**src/rtl/mips_ctrl_pkg.sv**
```systemverilog
// Shared opcodes, state encodings, datapath select codes and the strobe bundle
// for the multi-cycle MIPS control FSM.
package mips_ctrl_pkg;

    localparam logic [5:0] OP_RTYPE = 6'b000000;
    localparam logic [5:0] OP_LW    = 6'b100011;
    localparam logic [5:0] OP_SW    = 6'b101011;
    localparam logic [5:0] OP_BEQ   = 6'b000100;
    localparam logic [5:0] OP_J     = 6'b000010;
    localparam logic [5:0] OP_ADDI  = 6'b001000;

    // S_IEXEC/S_IWB stay reserved even when the immediate ALU path is compiled out.
    typedef enum logic [3:0] {
        S_FETCH   = 4'd0,
        S_DECODE  = 4'd1,
        S_MEMADDR = 4'd2,
        S_MEMRD   = 4'd3,
        S_MEMWB   = 4'd4,
        S_MEMWR   = 4'd5,
        S_EXEC    = 4'd6,
        S_RWB     = 4'd7,
        S_BRANCH  = 4'd8,
        S_JUMP    = 4'd9,
        S_IEXEC   = 4'd10,
        S_IWB     = 4'd11
    } state_t;

    localparam logic [1:0] ALUOP_ADD   = 2'b00;
    localparam logic [1:0] ALUOP_SUB   = 2'b01;
    localparam logic [1:0] ALUOP_FUNCT = 2'b10;

    localparam logic [1:0] SRCB_B      = 2'b00;
    localparam logic [1:0] SRCB_FOUR   = 2'b01;
    localparam logic [1:0] SRCB_IMM    = 2'b10;
    localparam logic [1:0] SRCB_IMM_SH = 2'b11;

    localparam logic [1:0] PCSRC_ALU    = 2'b00;
    localparam logic [1:0] PCSRC_ALUOUT = 2'b01;
    localparam logic [1:0] PCSRC_JUMP   = 2'b10;

    typedef struct packed {
        logic       pc_write;
        logic       pc_write_cond;
        logic       i_or_d;
        logic       mem_read;
        logic       mem_write;
        logic       ir_write;
        logic       mem_to_reg;
        logic       reg_dst;
        logic       reg_write;
        logic       alu_src_a;
        logic [1:0] alu_src_b;
        logic [1:0] alu_op;
        logic [1:0] pc_source;
    } ctrl_t;

    function automatic logic is_wait_state(input state_t s);
        return (s == S_FETCH) || (s == S_MEMRD) || (s == S_MEMWR);
    endfunction

endpackage

```
**src/rtl/mips_ctrl_decode.sv**
```systemverilog
// State-to-strobe table for the multi-cycle MIPS datapath (purely combinational).
// IEXEC/IWB rows exist only when IMM_ALU_EN is defined.
module mips_ctrl_decode
    import mips_ctrl_pkg::*;
(
    input  state_t state,
    input  logic   mem_ready,
    output ctrl_t  ctrl
);

    always_comb begin
        ctrl = '0;
        case (state)
            S_FETCH: begin
                ctrl.mem_read  = 1'b1;
                ctrl.alu_src_b = SRCB_FOUR;
                ctrl.alu_op    = ALUOP_ADD;
                ctrl.pc_source = PCSRC_ALU;
                // PC+4 and IR only commit once memory has actually delivered the word
                ctrl.pc_write  = mem_ready;
                ctrl.ir_write  = mem_ready;
            end
            S_DECODE: begin
                ctrl.alu_src_b = SRCB_IMM_SH;
                ctrl.alu_op    = ALUOP_ADD;
            end
            S_MEMADDR: begin
                ctrl.alu_src_a = 1'b1;
                ctrl.alu_src_b = SRCB_IMM;
                ctrl.alu_op    = ALUOP_ADD;
            end
            S_MEMRD: begin
                ctrl.mem_read = 1'b1;
                ctrl.i_or_d   = 1'b1;
            end
            S_MEMWB: begin
                ctrl.reg_write  = 1'b1;
                ctrl.mem_to_reg = 1'b1;
            end
            S_MEMWR: begin
                ctrl.mem_write = 1'b1;
                ctrl.i_or_d    = 1'b1;
            end
            S_EXEC: begin
                ctrl.alu_src_a = 1'b1;
                ctrl.alu_src_b = SRCB_B;
                ctrl.alu_op    = ALUOP_FUNCT;
            end
            S_RWB: begin
                ctrl.reg_write = 1'b1;
                ctrl.reg_dst   = 1'b1;
            end
            S_BRANCH: begin
                ctrl.alu_src_a     = 1'b1;
                ctrl.alu_src_b     = SRCB_B;
                ctrl.alu_op        = ALUOP_SUB;
                ctrl.pc_write_cond = 1'b1;
                ctrl.pc_source     = PCSRC_ALUOUT;
            end
            S_JUMP: begin
                ctrl.pc_write  = 1'b1;
                ctrl.pc_source = PCSRC_JUMP;
            end
`ifdef IMM_ALU_EN
            S_IEXEC: begin
                ctrl.alu_src_a = 1'b1;
                ctrl.alu_src_b = SRCB_IMM;
                ctrl.alu_op    = ALUOP_ADD;
            end
            S_IWB: begin
                ctrl.reg_write = 1'b1;
            end
`endif
            default: ctrl = '0;
        endcase
    end

endmodule

```
**src/rtl/mips_multicycle_ctrl.sv**
```systemverilog
// Main control FSM for the multi-cycle MIPS datapath: sequencing, memory wait
// timeout, illegal-opcode and retire flags. IMM_ALU_EN adds the ADDI path.
module mips_multicycle_ctrl
    import mips_ctrl_pkg::*;
#(
    parameter int MAX_WAIT = 15,
    parameter int STATE_W  = 4
) (
    input  logic               clk,
    input  logic               rst,
    input  logic [5:0]         opcode,
    input  logic               mem_ready,
    output logic               PCWrite,
    output logic               PCWriteCond,
    output logic               IorD,
    output logic               MemRead,
    output logic               MemWrite,
    output logic               IRWrite,
    output logic               MemtoReg,
    output logic               RegDst,
    output logic               RegWrite,
    output logic               ALUSrcA,
    output logic [1:0]         ALUSrcB,
    output logic [1:0]         ALUOp,
    output logic [1:0]         PCSource,
    output logic               illegal_op,
    output logic               mem_err,
    output logic               instr_done,
    output logic [STATE_W-1:0] state
);

    localparam int CNT_W = (MAX_WAIT > 1) ? $clog2(MAX_WAIT + 1) : 1;
    localparam logic [CNT_W-1:0] WAIT_MAX = CNT_W'(MAX_WAIT);

    state_t            state_q;
    state_t            state_nxt;
    logic [CNT_W-1:0]  wait_cnt;
    logic              mem_err_q;
    logic              stalled;
    logic              timeout;
    logic              illegal_dec;
    logic              retire;
    ctrl_t             ctrl;

    assign stalled = is_wait_state(state_q) && !mem_ready;
    // MAX_WAIT of zero disables the abort; the counter then just sits at zero.
    assign timeout = (MAX_WAIT != 0) && stalled && (wait_cnt == WAIT_MAX);

    always_comb begin
        state_nxt   = state_q;
        illegal_dec = 1'b0;
        retire      = 1'b0;
        case (state_q)
            S_FETCH:   if (mem_ready) state_nxt = S_DECODE;
            S_DECODE: begin
                case (opcode)
                    OP_RTYPE:     state_nxt = S_EXEC;
                    OP_LW, OP_SW: state_nxt = S_MEMADDR;
                    OP_BEQ:       state_nxt = S_BRANCH;
                    OP_J:         state_nxt = S_JUMP;
`ifdef IMM_ALU_EN
                    OP_ADDI:      state_nxt = S_IEXEC;
`endif
                    default: begin
                        state_nxt   = S_FETCH;
                        illegal_dec = 1'b1;
                    end
                endcase
            end
            S_MEMADDR: state_nxt = (opcode == OP_LW) ? S_MEMRD : S_MEMWR;
            S_MEMRD:   if (mem_ready) state_nxt = S_MEMWB;
            S_MEMWR: begin
                if (mem_ready) begin
                    state_nxt = S_FETCH;
                    retire    = 1'b1;
                end
            end
            S_EXEC:    state_nxt = S_RWB;
            S_MEMWB, S_RWB, S_BRANCH, S_JUMP: begin
                state_nxt = S_FETCH;
                retire    = 1'b1;
            end
`ifdef IMM_ALU_EN
            S_IEXEC:   state_nxt = S_IWB;
            S_IWB: begin
                state_nxt = S_FETCH;
                retire    = 1'b1;
            end
`endif
            default:   state_nxt = S_FETCH;
        endcase
        if (timeout) state_nxt = S_FETCH;
    end

    always_ff @(posedge clk) begin
        if (rst) begin
            state_q   <= S_FETCH;
            wait_cnt  <= '0;
            mem_err_q <= 1'b0;
        end else begin
            state_q <= state_nxt;
            if (timeout) mem_err_q <= 1'b1;
            // a FETCH timeout is a retry with no state change, so clear explicitly
            if ((state_nxt != state_q) || timeout)
                wait_cnt <= '0;
            else if (stalled && (wait_cnt != WAIT_MAX))
                wait_cnt <= wait_cnt + CNT_W'(1);
        end
    end

    mips_ctrl_decode u_decode (
        .state     (state_q),
        .mem_ready (mem_ready),
        .ctrl      (ctrl)
    );

    assign PCWrite     = ctrl.pc_write;
    assign PCWriteCond = ctrl.pc_write_cond;
    assign IorD        = ctrl.i_or_d;
    assign MemRead     = ctrl.mem_read;
    assign MemWrite    = ctrl.mem_write;
    assign IRWrite     = ctrl.ir_write;
    assign MemtoReg    = ctrl.mem_to_reg;
    assign RegDst      = ctrl.reg_dst;
    assign RegWrite    = ctrl.reg_write;
    assign ALUSrcA     = ctrl.alu_src_a;
    assign ALUSrcB     = ctrl.alu_src_b;
    assign ALUOp       = ctrl.alu_op;
    assign PCSource    = ctrl.pc_source;
    assign illegal_op  = illegal_dec;
    assign instr_done  = retire;
    assign mem_err     = mem_err_q;
    assign state       = STATE_W'(state_q);

endmodule

```
**config.mk**
```make
export PLATFORM = sky130hd
export DESIGN_NAME = mips_multicycle_ctrl
export DESIGN_NICKNAME = d
export VERILOG_FILES = /design/src/rtl/mips_ctrl_pkg.sv /design/src/rtl/mips_ctrl_decode.sv /design/src/rtl/mips_multicycle_ctrl.sv
export SDC_FILE = /design/constraint.sdc
export NUM_CORES = 1
export LEC_CHECK = 0
export BUFFER_PORTS_ARGS = -buffer_cell sky130_fd_sc_hd__clkbuf_2
export CAP_MARGIN = 25
export CORE_MARGIN = 2
export CORE_UTILIZATION = 35
export DETAILED_ROUTE_END_ITERATION = 7
export SYNTH_ARGS = -nofsm -noshare
export SYNTH_HDL_FRONTEND = slang
export SYNTH_SLANG_ARGS = --single-unit
```
**constraint.sdc**
```tcl
create_clock -name clk -period 3.3 [get_ports clk]
set_clock_uncertainty 0.2 [all_clocks]
set_input_delay 0 -clock clk [delete_from_list [all_inputs] [get_ports clk]]
set_output_delay 0 -clock clk [all_outputs]
set_load 0.05 [all_outputs]
```
# Word-level counts from Yosys, hierarchy flattened
# Cells that the tools add are included.
# totals
elab_cells	60
ff_bits	9
out_inout_bits	23
inputBits	9
# classes
n_reduce_logical	17
addsub	1
n_mux	23
eq_ne	16
# ops
cell	count
$pmux 4 s6	1
$pmux 4 s5	1
$eq 4x3->1 const B	4
$mux 4	4
$pmux 4 s4	1
$eq 4x4->1 const B	3
$eq 6x6->1 const B	2
$mux 1	12
$reduce_or 2->1	5
$eq 4x2->1 const B	2
$eq 6x2->1 const B	1
$eq 6x3->1 const B	1
$logic_not 6->1	1
$reduce_or 5->1	1
$add 4x1->4 const B	1
$eq 4x1->1 const B	1
$logic_not 4->1	1
$ne 4x4->1	1
$ne 4x4->1 const B	1
$pmux 1 s2	2
$pmux 2 s2	1
$reduce_or 4->1	1
$logic_and 1x1->1	3
$logic_or 1x1->1	3
other kinds (3)	3

# Longest topological paths before layout
# Gate-level depths: netlist of the first run.
# logic_depth
ltp_word	9
mapped_depth	7
depth_no_buf	6

# By module
# From an unflattened synthesis of the first run, not the netlist that was laid out.
# unflattened
hier_cells	123
area_unflattened_um2	967.2
# by_module_without_submodules
module	n_inst	area_each_um2	cells_per_inst	seq_area_each_um2
mips_multicycle_ctrl	1	764.5	93	180.2
mips_ctrl_decode	1	202.7	30	0.0

# Worst setup path after synthesis of the first run
# OpenSTA, ideal clock, no wires.
# synth_path
path_kind	register to output
from	register state_q[3] (netlist: state[3])
to	output port PCSource[0]
path_buffers	3
stages_incl_launch_ff	6
t_required_ns	3.100
t_arrival_ns	2.739
path_slack_ns	0.361
path_cell_list	dfxtp_1 > buf_6 > clkbuf_1 > nand2_1 > nor3_1 > buf_4
# synth_between
elab_chain_len	2
word_cells_on_any_way	3
cone_classes	2 x eq/ne; 1 x mux
# synth_lines
element	line	rtl
from (decl)	mips_multicycle_ctrl.sv:35	state_t state_q;
from (signal assigned)	mips_multicycle_ctrl.sv:101	state_q <= state_nxt;
$eq 4x4->1	mips_ctrl_decode.sv:13	case (state)
$pmux 2 s2 (*)	mips_ctrl_decode.sv:13	
to (decl)	mips_multicycle_ctrl.sv:25	output logic [1:0] PCSource,
# Every way passes the cells marked *; elsewhere a longest branch is shown, timed or not.

# Worst setup path in the final report of the first run
# layout_path
from	input port opcode[0]
to	register state_q[3] (netlist: state[3])
# layout_between
elab_chain_len	5
word_cells_on_any_way	9
cone_classes	4 x eq/ne; 3 x mux; 2 x reduce/logical
# layout_lines
element	line	rtl
from (decl)	mips_multicycle_ctrl.sv:11	input logic [5:0] opcode,
$eq 6x6->1	mips_multicycle_ctrl.sv:56	case (opcode)
$reduce_or 2->1	n/a	
$pmux 4 s4 (*)	mips_multicycle_ctrl.sv:56	
$pmux 4 s6 (*)	mips_multicycle_ctrl.sv:53	case (state_q)
$mux 4 (*)	mips_multicycle_ctrl.sv:92	if (timeout) state_nxt = S_FETCH;
# Marks and branches as above.
# A chain may end at the register's enable or synchronous reset.

==> metrics.md, run 1 <==
| Metric | Value |
|---|---|
| First-pass GRT wire length | `3320 um` |
| CP required | `3310 ps` |
| Ys async rst share | `0` |
| Final hold vios | `0` |
| Synth top area share | `0.211` |
| CTS max path bufs | `2` |
| Vias in the first global route | `777` |
| Setup slack at placement | `983 ps` |
| Final setup fails | `0` |
| Post-synthesis compound-gate area fraction | `0.165` |
| Routed vias/inst | `5.18` |
| Pleak | `0.477 nW` |
| Drt total wl | `2050 um` |
| #FFs+latches synth | `9` |
| Cell variety after synth | `42` |
| Root buffer selected by CTS | `clkbuf_4` |
| Largest family of logic cells by synthesized area | `simple AND/OR/NAND/NOR gates` |
| Slew Limit Fails | `0` |
| Antenna viol nets, final | `0` |
| Gr usage total | `0.160` |
| Die height | `53.5 um` |
| Fill cells | `246` |
| GPL Wtd Cong | `0.738` |
| Tightest Pin Transition | `793 ps` |
| Synth top cells by count | `nor3_1 (16), nand2_1 (11), nor2_1 (11)` |
| Starting density of the core | `0.380` |
| Post-Synth Adder-Cell Area | `0.0146` |
| I/O pin count | `32` |
| Seq/Total Area, Yosys | `0.211` |
| Most area-hungry cell type in the Yosys netlist | `dfxtp_1` |
| Antenna cell count | `0` |
| Synth Area in XOR/XNOR | `0.0716` |
| Synth area leaders | `dfxtp_1 (21%), nor3_1 (9.4%), xnor2_1 (5.1%)` |
| Outcome | `finished, final reports clean` |
| Core area | `2250 um^2` |
| Fin nets | `160` |
| Synthesized area | `856 um^2` |
| Syn_area_per_cell | `7.38 um^2` |
| Worst setup path class | `input port to flop` |
| DRT Pass-1 Iters | `4` |
| Port Buffers | `31` |
| CP Capture Type | `flop` |
| TritonCTS clock tree | `yes` |
| CTS buffer count | `3` |
| Max Fclk | `355 MHz` |
| Post-synthesis mux area share | `0.0249` |
| Unrepaired setup endpoints after global routing | `no` |
| Number of flops mapped to enable cells by yosys | `0` |
| Peak VDD IR | `0.208 mV` |
| Slew HR | `0.471` |
| Register area | `180 um^2` |
| Crit path DAT | `2830 ps` |
| Remaining DRCs | `0` |
| Startpoint Class | `input port` |
| CTS clk-pin slew, worst paths | `60 ps` |
| Synth Net Count | `126` |
| Max-Cap Viols | `0` |
| Final setup margin | `480 ps` |
| Sink Count | `9` |
| Multi-input logic area | `597 um^2` |
| DR WL/cell | `11.6 um` |
| Synth Warn # | `0` |
| Most frequent cell after synthesis | `nor3_1` |
| Final worst path period need | `2820 ps` |
| Area growth syn-to-layout | `26.0%` |
| Starting DRT DRC Count | `17` |
| Vias | `916` |
| Grt ovf | `0` |
| Top_reg_cell synth | `dfxtp_1` |
| Worst skew pair latency | `270 ps` |
| HP Class | `input port to flop` |
| Initial antenna violation count | `0` |
| Crit-path max FO | `3` |
| H-tree depth | `1` |
| Die ar. | `2860 um^2` |
| Syn Inst Count | `116` |
| Post-route clock period utilization | `0.854` |
| Power per cell area | `258 nW/um^2` |
| Post-synthesis simple-gate area fraction | `0.421` |
| Largest net degree at the start of global routing | `24` |
| Layout cell share with drive strength beyond 1 | `0.302` |
| Sum of negative setup slack | `0 ps` |
| Finished Core Util | `0.478` |
| DP Wirelength | `1600 um` |
| FP Rows | `17` |
| Chip width | `53.5 um` |
[registers in the layout (all words and copies together), names as in the netlist]
register,cells
state,4
wait_cnt,4
mem_err,1
[worst max-delay path: stages]
cell and delay (ps):
dlygate4sd3_1 530, clkbuf_2 120, nor3_1 310, dlygate4sd3_1 610
nand2_1 50, dlygate4sd3_1 550, nor3_1 110, dlygate4sd3_1 550
[power by group]
group	total [mW]	internal, mW	switching (mW)
Clock	0.0868	0.0467	0.0401
Combinational	0.0752	0.0281	0.0471
Sequential	0.116	0.111	0.00562
[area by class of cell]
type,count,area share
Sequential cell,9,0.167
Clock buffer,4,0.0244
Inverter,4,0.0139
Multi-Input combinational cell,94,0.553
Tap cell,28,0.0325
Timing Repair Buffer,38,0.209
[cell families (layout without fill, tap and decap cells)]
kind of cell               count (synthesis)  count (layout)
DFF                                        9               9
AOI/OAI and AO/OA                         21              21
buffers and inverters                     13              46
and+or+nand+nor                           63              63
muxes                                      2               2
adders and majority gates                  1               1
xor gates and xnor gates                   7               7
[timing repair]
item / CTS / global route
gates resized for setup: 0 / 0
hold buffers: 7 / 0
endpoints found under the hold margin: 9 / 0
setup endpoints to repair: 0 / 0
buffers inserted: 0 / 0
[cells in the final DEF, fill, tap and decap left out, types with 2 or more instances in the layout]
cell / count
a21oi_1: 5
nor2_1: 11
inv_1: 4
xnor2_1: 5
o22ai_1: 2
nor3_1: 16
nand4_1: 2
xor2_1: 2
or2_2: 2
clkbuf_4: 3
dlygate4sd3_1: 7
dfxtp_1: 9
and3_1: 5
nand2_1: 11
nand2b_1: 4
clkbuf_2: 31
o21ai_0: 4
[metal layers]
metal	wire, um	track usage	up-vias
li1	-	-	480
met1	956	0.211	404
met2	948	0.251	29
met3	119	0.0424	3
met4	19	0.0513	0
met5	0	0	-
[path summary, 6_finish.rpt]
check,start,endpoint,slack (ps),cells after the start
min reg2reg,mem_err,mem_err,290,2
max,opcode[0],state[3],480,8
min,opcode[4],state[1],50,5
max reg2reg,state[0],state[3],950,4
[through the flow]
step                      hold WS [ps]  instances  total power, mW  instance area, um^2
after floorplan                   -128        116            0.171                  856
after global placement            21.3        166            0.189                  982
after CTS                         41.1        177            0.282                 1080
after global routing               106        177            0.293                 1080
final                             47.6        177            0.278                 1080
after detailed placement          17.7        166            0.190                  982
(Power assumes the default switching activity.)
==> inputs of run 2 (changes only) <==
--- a/config.mk
+++ b/config.mk
@@ -9,6 +9,7 @@
 export CAP_MARGIN = 25
 export CORE_MARGIN = 2
 export CORE_UTILIZATION = 35
+export CTS_BUF_LIST = sky130_fd_sc_hd__clkbuf_8
 export DETAILED_ROUTE_END_ITERATION = 7
 export SYNTH_ARGS = -nofsm -noshare
 export SYNTH_HDL_FRONTEND = slang
==> metrics.md, run 2 (synthesis gave the netlist of run 1 again) <==
| Metric | Value |
|---|---|
| Worst hold stages | `4` |
| Routed vias/inst | `5.14` |
| R2r setup slk | `960 ps` |
| Largest net degree at the start of global routing | `24` |
| HP Class | `input port to flop` |
| Crit path DAT | `2770 ps` |
| Hold Crit Start | `opcode[0]` |
| I/O pin count | `32` |
| Final setup margin | `512 ps` |
| Slew HR | `0.469` |
| Area growth syn-to-layout | `25.9%` |
| Final setup fails | `0` |
| Startpoint Class | `input port` |
| Setup repair bufs after CTS | `0` |
| Grt ovf | `0` |
| Final worst path period need | `2790 ps` |
| Sum of negative setup slack | `0 ps` |
| TritonCTS clock tree | `yes` |
| DR WL/cell | `11.6 um` |
| Unrepaired setup endpoints after global routing | `no` |
| Most frequent cells in the layout | `clkbuf_2 (31), nor3_1 (16), nand2_1 (11), nor2_1 (11), dfxtp_1 (9)` |
| Core area | `2250 um^2` |
| Cells on worst reg2reg path | `4` |
| Root buffer selected by CTS | `clkbuf_8` |
| Fin nets | `158` |
| Fill cells | `241` |
| Antenna viol nets, final | `0` |
| Min Hold Slack | `0.798 ps` |
| CTS max path bufs | `2` |
| Max-Cap Viols | `0` |
| Outcome | `finished, final reports clean` |
| DP Wirelength | `1600 um` |
| First-pass GRT wire length | `3260 um` |
| Max Fclk | `359 MHz` |
| Most common library cell in the layout ignoring fill and taps | `clkbuf_2` |
| Slew Limit Fails | `0` |
| Layout cell share with drive strength beyond 1 | `0.306` |
| Remaining DRCs | `0` |
| Gr usage total | `0.157` |
| R2R Path End | `state[3]` |
| Hold endpoint | `state[1]` |
| Worst skew pair latency | `240 ps` |
| Worst r2r src | `state[0]` |
| Starting DRT DRC Count | `9` |
| CP required | `3280 ps` |
| Final hold vios | `0` |
| Starting density of the core | `0.380` |
| Cell Area, Placed | `982 um^2` |
| Tightest Pin Transition | `795 ps` |
| Port Buffers | `31` |
| Sink Count | `9` |
| Initial antenna violation count | `0` |
| Drt total wl | `2040 um` |
| Crit-path max FO | `3` |
| Pleak | `0.478 nW` |
| Antenna cell count | `0` |
| DRT Pass-1 Iters | `4` |
| Peak VDD IR | `0.233 mV` |
| FP Rows | `17` |
| CTS clk-pin slew, worst paths | `40 ps` |
| H-tree depth | `1` |
| GPL Wtd Cong | `0.738` |
| Post-route clock period utilization | `0.845` |
| Die ar. | `2860 um^2` |
| Setup slack at placement | `983 ps` |
| Power per cell area | `295 nW/um^2` |
| Vias | `900` |
| Design area | `1080 um^2` |
| Finished Core Util | `0.478` |
| CTS buffer count | `3` |
| Die height | `53.5 um` |
| Vias in the first global route | `738` |
| CP Capture Type | `flop` |
| Chip width | `53.5 um` |
| Worst setup path class | `input port to flop` |
-- run 2: changes by cell type in the layout (fill, tap and decap cells not counted), sizes merged --
cell         before  now
clkbuf           35   34
dlygate4sd3       7    5
inv               4    5
-- run 2: critical path, stage by stage --
cell           delay (ps)
dlygate4sd3_1         530
clkbuf_2              120
nor3_1                250
dlygate4sd3_1         610
nand2_1                50
dlygate4sd3_1         550
nor3_1                110
dlygate4sd3_1         550
-- run 2: worst max path at each step --
| stage | from | end | slack (ps) | cells after the start |
|---|---|---|---|---|
| 6_report | opcode[5] | state[3] | 510 | 8 |
| 5_1_grt | opcode[5] | state[3] | 300 | 8 |
| 4_1_cts | opcode[5] | state[3] | 500 | 8 |
| 3_5_place_dp | state[1] | wait_cnt[3] | 980 | 6 |
| 3_3_place_gp | state[1] | wait_cnt[1] | 1040 | 6 |
| 2_1_floorplan | state[3] | PCSource[0] | 360 | 5 |
-- run 2: timing repair --
item | CTS | global route
hold buffers | 5 | 0
gates resized for setup | 0 | 0
endpoints found under the setup margin | 0 | 0
endpoints found under the hold margin | 9 | 0
-- run 2: stage by stage --
step / power [mW] / std cells
6_report: 0.318 / 175
5_1_grt: 0.332 / 175
4_1_cts: 0.319 / 175
3_5_place_dp: 0.190 / 166
3_3_place_gp: 0.189 / 166
2_1_floorplan: 0.171 / 116
-- run 2: power breakdown --
part	switching [mW]	internal (mW)	leakage (nW)	total [mW]
clock	0.0465	0.0813	0.0269	0.128
combinational	0.0468	0.0269	0.378	0.0737
sequential	0.00563	0.111	0.0729	0.117
-- run 2: per-layer routing --
layer | routed length, um | share of wire | vias up | GRT usage
met1 | 990 | 0.49 | 394 | 0.211
met4 | 19 | 0.0093 | 0 | 0.0513
met5 | 0 | 0 | - | 0
met3 | 109 | 0.054 | 3 | 0.0424
li1 | - | - | 476 | -
met2 | 917 | 0.45 | 27 | 0.239
-- run 2: cell type report --
| cell class | count | area, um^2 | share of cell area |
|---|---|---|---|
| Clock buffer | 3 | 41.3 | 0.0383 |
| Inverter | 4 | 15.0 | 0.0139 |
| Tap cell | 28 | 35.0 | 0.0325 |
| Multi-Input combinational cell | 94 | 597 | 0.554 |
| Clock inverter | 1 | 3.75 | 0.00348 |
| Timing Repair Buffer | 36 | 205 | 0.190 |
| Sequential cell | 9 | 180 | 0.167 |
==> inputs of run 3 (changes only) <==
--- a/config.mk
+++ b/config.mk
@@ -5,6 +5,7 @@
 export SDC_FILE = /design/constraint.sdc
 export NUM_CORES = 1
 export LEC_CHECK = 0
+export ABC_AREA = 1
 export BUFFER_PORTS_ARGS = -buffer_cell sky130_fd_sc_hd__clkbuf_2
 export CAP_MARGIN = 25
 export CORE_MARGIN = 2
==> constraint.sdc (replaced) <==
create_clock -name clk -period 2.65 [get_ports clk]
set_clock_uncertainty 0.2 [all_clocks]
set_input_delay 0 -clock clk [delete_from_list [all_inputs] [get_ports clk]]
set_output_delay 0 -clock clk [all_outputs]
set_load 0.05 [all_outputs]
==> metrics.md, run 3 <==
| Metric | Value |
|---|---|
| Setup slack at placement | `1060 ps` |
| Synth top area share | `0.237` |
| Seq/Total Area, Yosys | `0.237` |
| Most frequent cells in the layout | `nand2_1 (36), clkbuf_2 (31), inv_1 (28)` |
| Root buffer selected by CTS | `clkbuf_8` |
| DRT Pass-1 Iters | `4` |
| Synthesized area | `759 um^2` |
| Layout cell share with drive strength beyond 1 | `0.265` |
| #FFs+latches synth | `9` |
| Comb pwr share | `0.217` |
| Starting density of the core | `0.379` |
| Synth area leaders | `dfxtp_1 (24%), nand2_1 (18%), inv_1 (13%)` |
| Hold endpoint | `state[3]` |
| FP Rows | `16` |
| CP required | `2450 ps` |
| Ys async rst share | `0` |
| Number of flops mapped to enable cells by yosys | `0` |
| Power per cell area | `369 nW/um^2` |
| Antenna viol nets, final | `0` |
| Synth top cells by count | `nand2_1 (36), inv_1 (27), nor2_1 (19)` |
| Remaining DRCs | `0` |
| Fin nets | `177` |
| Crit-path max FO | `8` |
| First-pass GRT wire length | `3130 um` |
| Total power draw | `0.375 mW` |
| Worst hold stages | `5` |
| Sum of negative setup slack | `0 ps` |
| Post-cts sizing count | `0` |
| Max-Cap Viols | `0` |
| CTS buffer count | `3` |
| Pleak | `0.608 nW` |
| Worst setup path class | `flop to output pin` |
| Clock network fraction of total power | `0.405` |
| Worst r2r src | `wait_cnt[0]` |
| Startpoint Class | `flop` |
| Hold Crit Start | `opcode[1]` |
| Sink Count | `9` |
| Reg power frac | `0.378` |
| Metal-1 WL | `939 um` |
| Area growth syn-to-layout | `33.8%` |
| Fill cells | `218` |
| CTS Hold Buffers Added | `3` |
| Post-route clock period utilization | `0.684` |
| Largest net degree at the start of global routing | `9` |
| Final hold vios | `0` |
| Non-Filler Instances | `193` |
| Initial antenna violation count | `0` |
| Routed vias/inst | `4.58` |
| Synth Net Count | `139` |
| Peak VDD IR | `0.309 mV` |
| Final setup fails | `0` |
| GPL Wtd Cong | `0.827` |
| Final setup margin | `837 ps` |
| Slew Limit Fails | `0` |
| Port Buffers | `31` |
| CTS clk-pin slew, worst paths | `40 ps` |
| R2r setup slk | `1100 ps` |
| DP Wirelength | `1550 um` |
| Int Pwr | `0.261 mW` |
| Grt ovf | `0` |
| Top_reg_cell synth | `dfxtp_1` |
| R2R Path End | `wait_cnt[3]` |
| Max Fclk | `551 MHz` |
| CTS max path bufs | `2` |
| Synth Warn # | `0` |
| Outcome | `finished, final reports clean` |
| Highest metal used | `met3` |
| WL met2 | `813 um` |
| I/O pin count | `32` |
| Final worst path period need | `1810 ps` |
| Die ar. | `2560 um^2` |
| Starting DRT DRC Count | `16` |
| Crit. Startpoint | `state[3]` |
| Unrepaired setup endpoints after global routing | `no` |
| Setup repair bufs after CTS | `0` |
| Placed Instances | `186` |
| Drt total wl | `1850 um` |
| Most common library cell in the layout ignoring fill and taps | `nand2_1` |
| Cells on worst reg2reg path | `7` |
| Vias | `884` |
| Gr usage total | `0.156` |
| Syn_area_per_cell | `5.89 um^2` |
| Tightest Pin Transition | `345 ps` |
| TritonCTS clock tree | `yes` |
| Worst skew pair latency | `230 ps` |
| Vias in the first global route | `737` |
| Switching share of power | `0.303` |
| Core area | `2000 um^2` |
| Most area-hungry cell type in the Yosys netlist | `dfxtp_1` |
| Chip width | `50.6 um` |
| Die height | `50.6 um` |
| Crit path DAT | `1610 ps` |
| DR WL/cell | `9.58 um` |
| Cell variety after synth | `23` |
| HP Class | `input port to flop` |
| Slew HR | `0.770` |
| CP Capture Type | `output pin` |
| Most frequent cell after synthesis | `nand2_1` |
| Syn Inst Count | `129` |
| Antenna cell count | `0` |
| H-tree depth | `1` |
| Switching power | `0.113 mW` |
| DR WL met3 | `97 um` |
==> run 3: area by class of cell <==
class	count	area, um^2	area share
clock buffer	3	41.3	0.0406
clock inverter	1	3.75	0.00369
inverter	27	101	0.0998
multi-input combinational	92	470	0.463
sequential	9	180	0.177
tap	27	33.8	0.0333
timing repair buffer	34	185	0.182
==> run 3: kinds of logic after synthesis <==
kind of cell	Yosys count	synth area share
buffers and inverters	28	0.143
xor gates and xnor gates	1	0.0115
DFF	9	0.237
and+or+nand+nor	82	0.532
adders and majority gates	1	0.0165
AOI/OAI and AO/OA	8	0.0593
==> run 3: how the worst max path moves through the flow <==
stage	end	slack (ps)
5_1_grt	illegal_op	680
3_3_place_gp	illegal_op	1100
3_5_place_dp	illegal_op	1060
4_1_cts	illegal_op	820
6_report	illegal_op	840
2_1_floorplan	illegal_op	200
==> run 3: metrics by stage <==
stage	util	hold slack [ps]	cell area, um^2
3_3_place_gp	0.470	86.6	941
2_1_floorplan	-	-131	759
6_report	0.508	21.5	1020
3_5_place_dp	0.470	78.4	941
4_1_cts	0.508	27.0	1020
5_1_grt	0.508	63.9	1020
==> run 3: critical path, cell delays in order, from the launching register on <==
cell and delay, ps:
dfxtp_1 370, nor2_4 210, inv_1 90, nor2_2 170, inv_1 80, nor3_1 180
clkbuf_2 300
==> run 3: power groups by stage <==
stage / combinational (mW) / sequential [mW] / clock, mW
2_1_floorplan: 0.0525 / 0.147 / 0
3_3_place_gp: 0.0772 / 0.144 / 0
3_5_place_dp: 0.0779 / 0.144 / 0
4_1_cts: 0.0815 / 0.141 / 0.154
5_1_grt: 0.0896 / 0.142 / 0.169
6_report: 0.0813 / 0.142 / 0.152
==> run 3: layer usage <==
| metal | track usage | vias up |
|---|---|---|
| met3 | 0.0208 | 0 |
| met4 | 0.0405 | 0 |
| met1 | 0.213 | 381 |
| met2 | 0.257 | 28 |
| li1 | - | 475 |
| met5 | 0 | - |
